[config.mk]
export PLATFORM = sky130hd
export DESIGN_NAME = qproc_outport_reg
export DESIGN_NICKNAME = d
export VERILOG_FILES = /design/src/rtl/qproc_outport_pkg.sv /design/src/rtl/qproc_outport_ch.sv /design/src/rtl/qproc_outport_reg.sv
export SDC_FILE = /design/constraint.sdc
export NUM_CORES = 1
export LEC_CHECK = 0
export CORE_UTILIZATION = 44
export CTS_BUF_LIST = sky130_fd_sc_hd__clkbuf_16
export DETAILED_ROUTE_END_ITERATION = 7
export GPL_TIMING_DRIVEN = 0
export PLACE_DENSITY = 0.9
export SYNTH_ARGS = -nofsm -noshare
export SYNTH_HDL_FRONTEND = slang
export SYNTH_SLANG_ARGS = --single-unit
[constraint.sdc]
create_clock -name c_clk_i -period 2.3 [get_ports c_clk_i]
set_input_delay 0.46 -clock c_clk_i [delete_from_list [all_inputs] [get_ports c_clk_i]]
set_output_delay 0.46 -clock c_clk_i [all_outputs]
set_load 0.03 [all_outputs]
[src/rtl/qproc_outport_pkg.sv]
// Shared definitions for the QICK processor output-port register bank.
package qproc_outport_pkg;

   localparam int DATA_W = 64;

   typedef enum logic [1:0] {
      IDLE = 2'd0,
      PEND = 2'd1,
      FULL = 2'd2
   } outport_st_t;

   // Width of the port index bus; never narrower than one bit.
   function automatic int port_w(input int qty);
      return (qty > 1) ? $clog2(qty) : 1;
   endfunction

endpackage

[src/rtl/qproc_outport_ch.sv]
// One output-port channel: holds the current word on a valid/ready stream,
// optionally absorbs one extra word in a skid register, and records dropped
// writes in a sticky overflow flag.
// Build option: QPROC_OUTPORT_SKID_EN adds the skid register and FULL state.
module qproc_outport_ch
   import qproc_outport_pkg::*;
(
   input  logic              clk,
   input  logic              rst_n,
   input  logic              clear,
   input  logic              wr_en,
   input  logic [DATA_W-1:0] wr_data,
   input  logic              tready,
   output logic              tvalid,
   output logic [DATA_W-1:0] tdata,
   output logic              busy,
   output logic              ovf
);

   outport_st_t       state_q, state_d;
   logic [DATA_W-1:0] out_q, out_d;
   logic              tvalid_q, tvalid_d;
   logic              ovf_q, ovf_d;
   logic              drop;
   logic              hs;
`ifdef QPROC_OUTPORT_SKID_EN
   logic [DATA_W-1:0] skid_q, skid_d;
`endif

   assign hs = tvalid_q & tready;

   // Next-state, data movement and drop detection for this port.
   always_comb begin
      state_d = state_q;
      out_d   = out_q;
      drop    = 1'b0;
`ifdef QPROC_OUTPORT_SKID_EN
      skid_d  = skid_q;
`endif
      case (state_q)
         IDLE: begin
            if (wr_en) begin
               out_d   = wr_data;
               state_d = PEND;
            end
         end
         PEND: begin
            if (hs) begin
               if (wr_en) begin
                  out_d = wr_data;
               end else begin
                  state_d = IDLE;
               end
            end else if (wr_en) begin
`ifdef QPROC_OUTPORT_SKID_EN
               skid_d  = wr_data;
               state_d = FULL;
`else
               drop    = 1'b1;
`endif
            end
         end
`ifdef QPROC_OUTPORT_SKID_EN
         FULL: begin
            if (hs) begin
               out_d = skid_q;
               if (wr_en) begin
                  skid_d = wr_data;
               end else begin
                  state_d = PEND;
               end
            end else if (wr_en) begin
               drop = 1'b1;
            end
         end
`endif
         default: begin
            state_d = IDLE;
         end
      endcase
      tvalid_d = (state_d != IDLE);
      ovf_d    = (ovf_q & ~clear) | drop;
   end

   // Port state, output word and sticky flag registers.
   always_ff @(posedge clk or negedge rst_n) begin
      if (!rst_n) begin
         state_q  <= IDLE;
         out_q    <= '0;
         tvalid_q <= 1'b0;
         ovf_q    <= 1'b0;
`ifdef QPROC_OUTPORT_SKID_EN
         skid_q   <= '0;
`endif
      end else begin
         state_q  <= state_d;
         out_q    <= out_d;
         tvalid_q <= tvalid_d;
         ovf_q    <= ovf_d;
`ifdef QPROC_OUTPORT_SKID_EN
         skid_q   <= skid_d;
`endif
      end
   end

   assign tvalid = tvalid_q;
   assign tdata  = out_q;
   assign ovf    = ovf_q;
`ifdef QPROC_OUTPORT_SKID_EN
   assign busy   = (state_q == FULL);
`else
   assign busy   = (state_q == PEND);
`endif

endmodule

[src/rtl/qproc_outport_reg.sv]
// Output-port register bank: decodes single-cycle processor writes onto
// PORT_QTY independent valid/ready output channels and flags writes to
// non-existent ports.
// Build option: QPROC_OUTPORT_SKID_EN gives every channel a one-deep skid.
module qproc_outport_reg
   import qproc_outport_pkg::*;
#(
   parameter  int PORT_QTY = 2,
   localparam int PW       = port_w(PORT_QTY)
)(
   input  logic                             c_clk_i,
   input  logic                             c_rst_ni,
   input  logic                             c_clear,
   input  logic                             wr_en_i,
   input  logic [PW-1:0]                    wr_port_i,
   input  logic [DATA_W-1:0]                wr_data_i,
   input  logic [PORT_QTY-1:0]              port_tready_i,
   output logic [PORT_QTY-1:0]              port_tvalid_o,
   output logic [PORT_QTY-1:0][DATA_W-1:0]  port_tdata_o,
   output logic [PORT_QTY-1:0]              port_busy_o,
   output logic [PORT_QTY-1:0]              port_ovf_o,
   output logic                             addr_err_o
);

   int unsigned         port_idx;
   logic                in_range;
   logic [PORT_QTY-1:0] ch_wr;
   logic                addr_err_q, addr_err_d;

   // Range check of the write index and sticky address-error update.
   always_comb begin
      port_idx   = 32'(wr_port_i);
      in_range   = (port_idx < 32'(PORT_QTY));
      addr_err_d = (addr_err_q & ~c_clear) | (wr_en_i & ~in_range);
   end

   // Address-error flag register.
   always_ff @(posedge c_clk_i or negedge c_rst_ni) begin
      if (!c_rst_ni) begin
         addr_err_q <= 1'b0;
      end else begin
         addr_err_q <= addr_err_d;
      end
   end

   assign addr_err_o = addr_err_q;

   for (genvar i = 0; i < PORT_QTY; i++) begin : g_ch
      assign ch_wr[i] = wr_en_i & in_range & (wr_port_i == PW'(i));

      qproc_outport_ch u_ch (
         .clk     (c_clk_i),
         .rst_n   (c_rst_ni),
         .clear   (c_clear),
         .wr_en   (ch_wr[i]),
         .wr_data (wr_data_i),
         .tready  (port_tready_i[i]),
         .tvalid  (port_tvalid_o[i]),
         .tdata   (port_tdata_o[i]),
         .busy    (port_busy_o[i]),
         .ovf     (port_ovf_o[i])
      );
   end

endmodule

==> flow_summary.json <==
{
  "path_cells": "clkdlybuf4s50_1, nand2_1, a211oi_4, buf_2, mux2_2",
  "startpoint_type": "input port",
  "grt_use_total_pct": 21.39,
  "place.gp.congestion": 0.7355,
  "r2r_slack_ns": 0.31,
  "antenna_found_initial": 0,
  "p_leak_nw": 3.554,
  "synth_most_common_cell": "dfrtp_1",
  "num_vias": 3407,
  "h-tree-depth": 4,
  "path_max_fanout": 10,
  "dp_hpwl_um": 8993,
  "critPathRequiredTime_ns": 2.58,
  "pin_count": 206,
  "ctsHoldBuffers": 0,
  "synth_top_cell_by_area": "dfrtp_1",
  "switching_share_pct": 32.75,
  "arrival_ns": 2.44,
  "dieWidth_um": 112.7,
  "core_mm2": 0.01196,
  "cts_tree": "yes",
  "grt_first_pass_wirelength_um": 20580,
  "cp_slowest_cell": "a211oi_4",
  "r2r-start": "g_ch[0].u_ch.state_q[1]$_DFF_PN0_",
  "grt_max_degree": 72,
  "cp_num_cells": 5,
  "drv_slew": 0,
  "cp_top_family": "buffers and inverters",
  "syn_inst": 304,
  "portBuffers": 205,
  "clock_sinks": 137,
  "ys_async_sr_fraction_pct": 100.0,
  "initial_core_util_pct": 45.08,
  "path_clk_slew_ns": 0.05,
  "crit_type": "input port to register",
  "drt_first_pass_iters": 4,
  "endpoint_kind": "register",
  "worst_pin_slew_ns": 0.6128,
  "fin_crit_sh_pct": 93.76,
  "nNetsFinal": 601,
  "p_clk_share_pct": 25.7,
  "clock_latency_ns": 0.41,
  "drc": 0,
  "die_h_um": 112.7,
  "rows": 40,
  "status": "finished, final reports clean",
  "synthTopCellsByArea": "dfrtp_1, mux2_4, mux2_2",
  "syn_avg_cell_area_um2": 17.74,
  "p_per_area_mw_per_mm2": 1057,
  "yosysSeqAreaShare_pct": 63.57,
  "ant_nets": 0,
  "max_freq_mhz": 463.7,
  "p_comb_share_pct": 36.5,
  "setup_viol": 0,
  "die_area_mm2": 0.01270,
  "hp-class": "input port to async pin",
  "cts_root_buf": "clkbuf_16",
  "fill_cells": 820,
  "cts_setup_buffers": 0,
  "syn_area_mm2": 0.005393,
  "drive_above_1_share_pct": 30.80,
  "fin_crit_ns": 2.157,
  "crit_path_end": "g_ch[1].u_ch.tdata[50]$_DFFE_PN0P_",
  "diodes": 0,
  "ctsLongestPathBuffers": 2,
  "synth_seq_cells": 137,
  "rr_worst_depth": 4,
  "switching_power_mw": 2.816,
  "syn2layout_area_growth_pct": 50.88,
  "gr-total-overflow": 0,
  "rsz0062_at_grt": "no",
  "yosys.area.top_type_share_pct": 63.57,
  "startpoint": "wr_port_i",
  "synth-main-ff-cell": "dfrtp_1",
  "routedWlPerCell_um": 18.44,
  "crit_buf_inv": 2,
  "yosys_warnings": 0,
  "vdd_drop_max_mv": 0.5755,
  "drtIter0Drc": 124,
  "wirelength_um": 12650,
  "synth.distinct_cells": 17,
  "cap_violations": 0,
  "slew_headroom_pct": 59.15,
  "holdWs_ns": 0.04454,
  "finalHoldViolCount": 0,
  "seqPwrFrac_pct": 37.8,
  "power.internal_mw": 5.781,
  "grt_pass1_vias": 3889,
  "r2r_end": "g_ch[0].u_ch.tdata[50]$_DFFE_PN0P_",
  "crit_path_max_incr_delay_ns": 0.53,
  "synth_top_cells_by_count": "dfrtp_1, mux2_2, mux2_4",
  "synth_edf_count": 0,
  "cts_buffers": 17,
  "vias_per_cell": 4.966,
  "skew_ns": 0.005187,
  "power_mw": 8.596
}
[layout by cell type (no fill, tap or decap), types with 2 or more instances in the layout]
cell type        instances
mux2_4                  60
clkinv_2                 3
buf_2                    6
mux2_1                   5
dlymetal6s2s_1           2
clkbuf_16               17
inv_1                    5
clkdlybuf4s50_1        202
conb_1                   2
o21ai_0                  2
mux2_2                  63
buf_4                    6
dfrtp_1                137
nand2_1                  7
buf_8                    6
nor2b_1                  3
clkinv_1                 6
[final cells by class]
type | count | area [um^2] | area share [%]
Clock buffer | 17 | 425.4 | 5.228
Inverter | 3 | 11.26 | 0.1384
Multi-Input combinational cell | 147 | 1792 | 22.02
Tap cell | 147 | 183.9 | 2.260
Clock inverter | 11 | 45.04 | 0.5536
Timing Repair Buffer | 206 | 2086 | 25.63
Buffer | 18 | 165.2 | 2.030
Sequential cell | 137 | 3428 | 42.13
[per-stage QoR]
stage	utilization, %	setup TNS, ns	area [um^2]	worst slack [ns]	instances
after CTS	67.98	0	8132	0.01048	686
after global placement	63.81	-623.10	7632	-4.317	657
after global routing	68.02	0	8137	0.05300	686
after floorplan	-	0	5396	0.4702	305
final	68.02	0	8137	0.1435	686
after detailed placement	64.05	-37.21	7661	-0.3331	658
[cells by family (layout without fill, tap and decap cells)]
kind of cell,Yosys count,after routing,share of synthesized area (%)
DFF,137,137,63.57
muxes,128,128,30.90
buffers and inverters,21,255,3.271
and+or+nand+nor,11,11,1.044
AOI/OAI and AO/OA,6,6,1.137
other,1,2,0.06954
[registers in the layout, indices dropped and copies added (netlist names)]
register and count:
addr_err_o 1, g_ch.u_ch.ovf 2, g_ch.u_ch.state_q 4, g_ch.u_ch.tdata 128
g_ch.u_ch.tvalid 2
[worst reg2reg max path, delay by kind of cell, from the launching register on]
kind	cells	cell delay, ns
compound gates	1	0.49
simple gates	1	0.43
flops	1	0.38
mux	1	0.32
buf+inv	1	0.25
[worst min-delay path by stage]
stage                                               to                          startpoint  slack (ns)  cells past startpoint
floorplan                         addr_err_o$_DFF_PN0_                            c_rst_ni        0.16                      0
global placement    g_ch[1].u_ch.tdata[11]$_DFFE_PN0P_  g_ch[1].u_ch.tdata[11]$_DFFE_PN0P_        0.47                      1
detailed placement  g_ch[1].u_ch.tdata[13]$_DFFE_PN0P_  g_ch[1].u_ch.tdata[13]$_DFFE_PN0P_        0.48                      1
CTS                 g_ch[1].u_ch.tdata[35]$_DFFE_PN0P_                            c_rst_ni        0.05                      1
global route        g_ch[1].u_ch.tdata[35]$_DFFE_PN0P_                            c_rst_ni        0.08                      1
finish              g_ch[1].u_ch.tdata[35]$_DFFE_PN0P_                            c_rst_ni        0.04                      1
[layer usage]
| metal | vias to the layer above | track usage, % | routed length, um |
|---|---|---|---|
| li1 | 1506 | - | - |
| met1 | 1744 | 23.88 | 4930 |
| met2 | 130 | 37.20 | 6628 |
| met3 | 27 | 6.535 | 756 |
| met4 | 0 | 10.58 | 336 |
| met5 | - | 0 | 0 |
[power groups by stage]
stage | clock (mW) | combinational (mW) | sequential (mW)
final | 2.21 | 3.14 | 3.25
after global routing | 2.39 | 3.26 | 3.31
after CTS | 2.28 | 3.16 | 3.25
after detailed placement | 0 | 3.14 | 3.28
after global placement | 0 | 3.08 | 3.25
after floorplan | 0 | 0.684 | 4.29
[timing repair]
item / in CTS / in global routing
gates resized for setup: 0 / 2
endpoints found under the setup margin: 0 / 4
endpoints found under the hold margin: 0 / 0
Power figures use the tool's default switching activity.
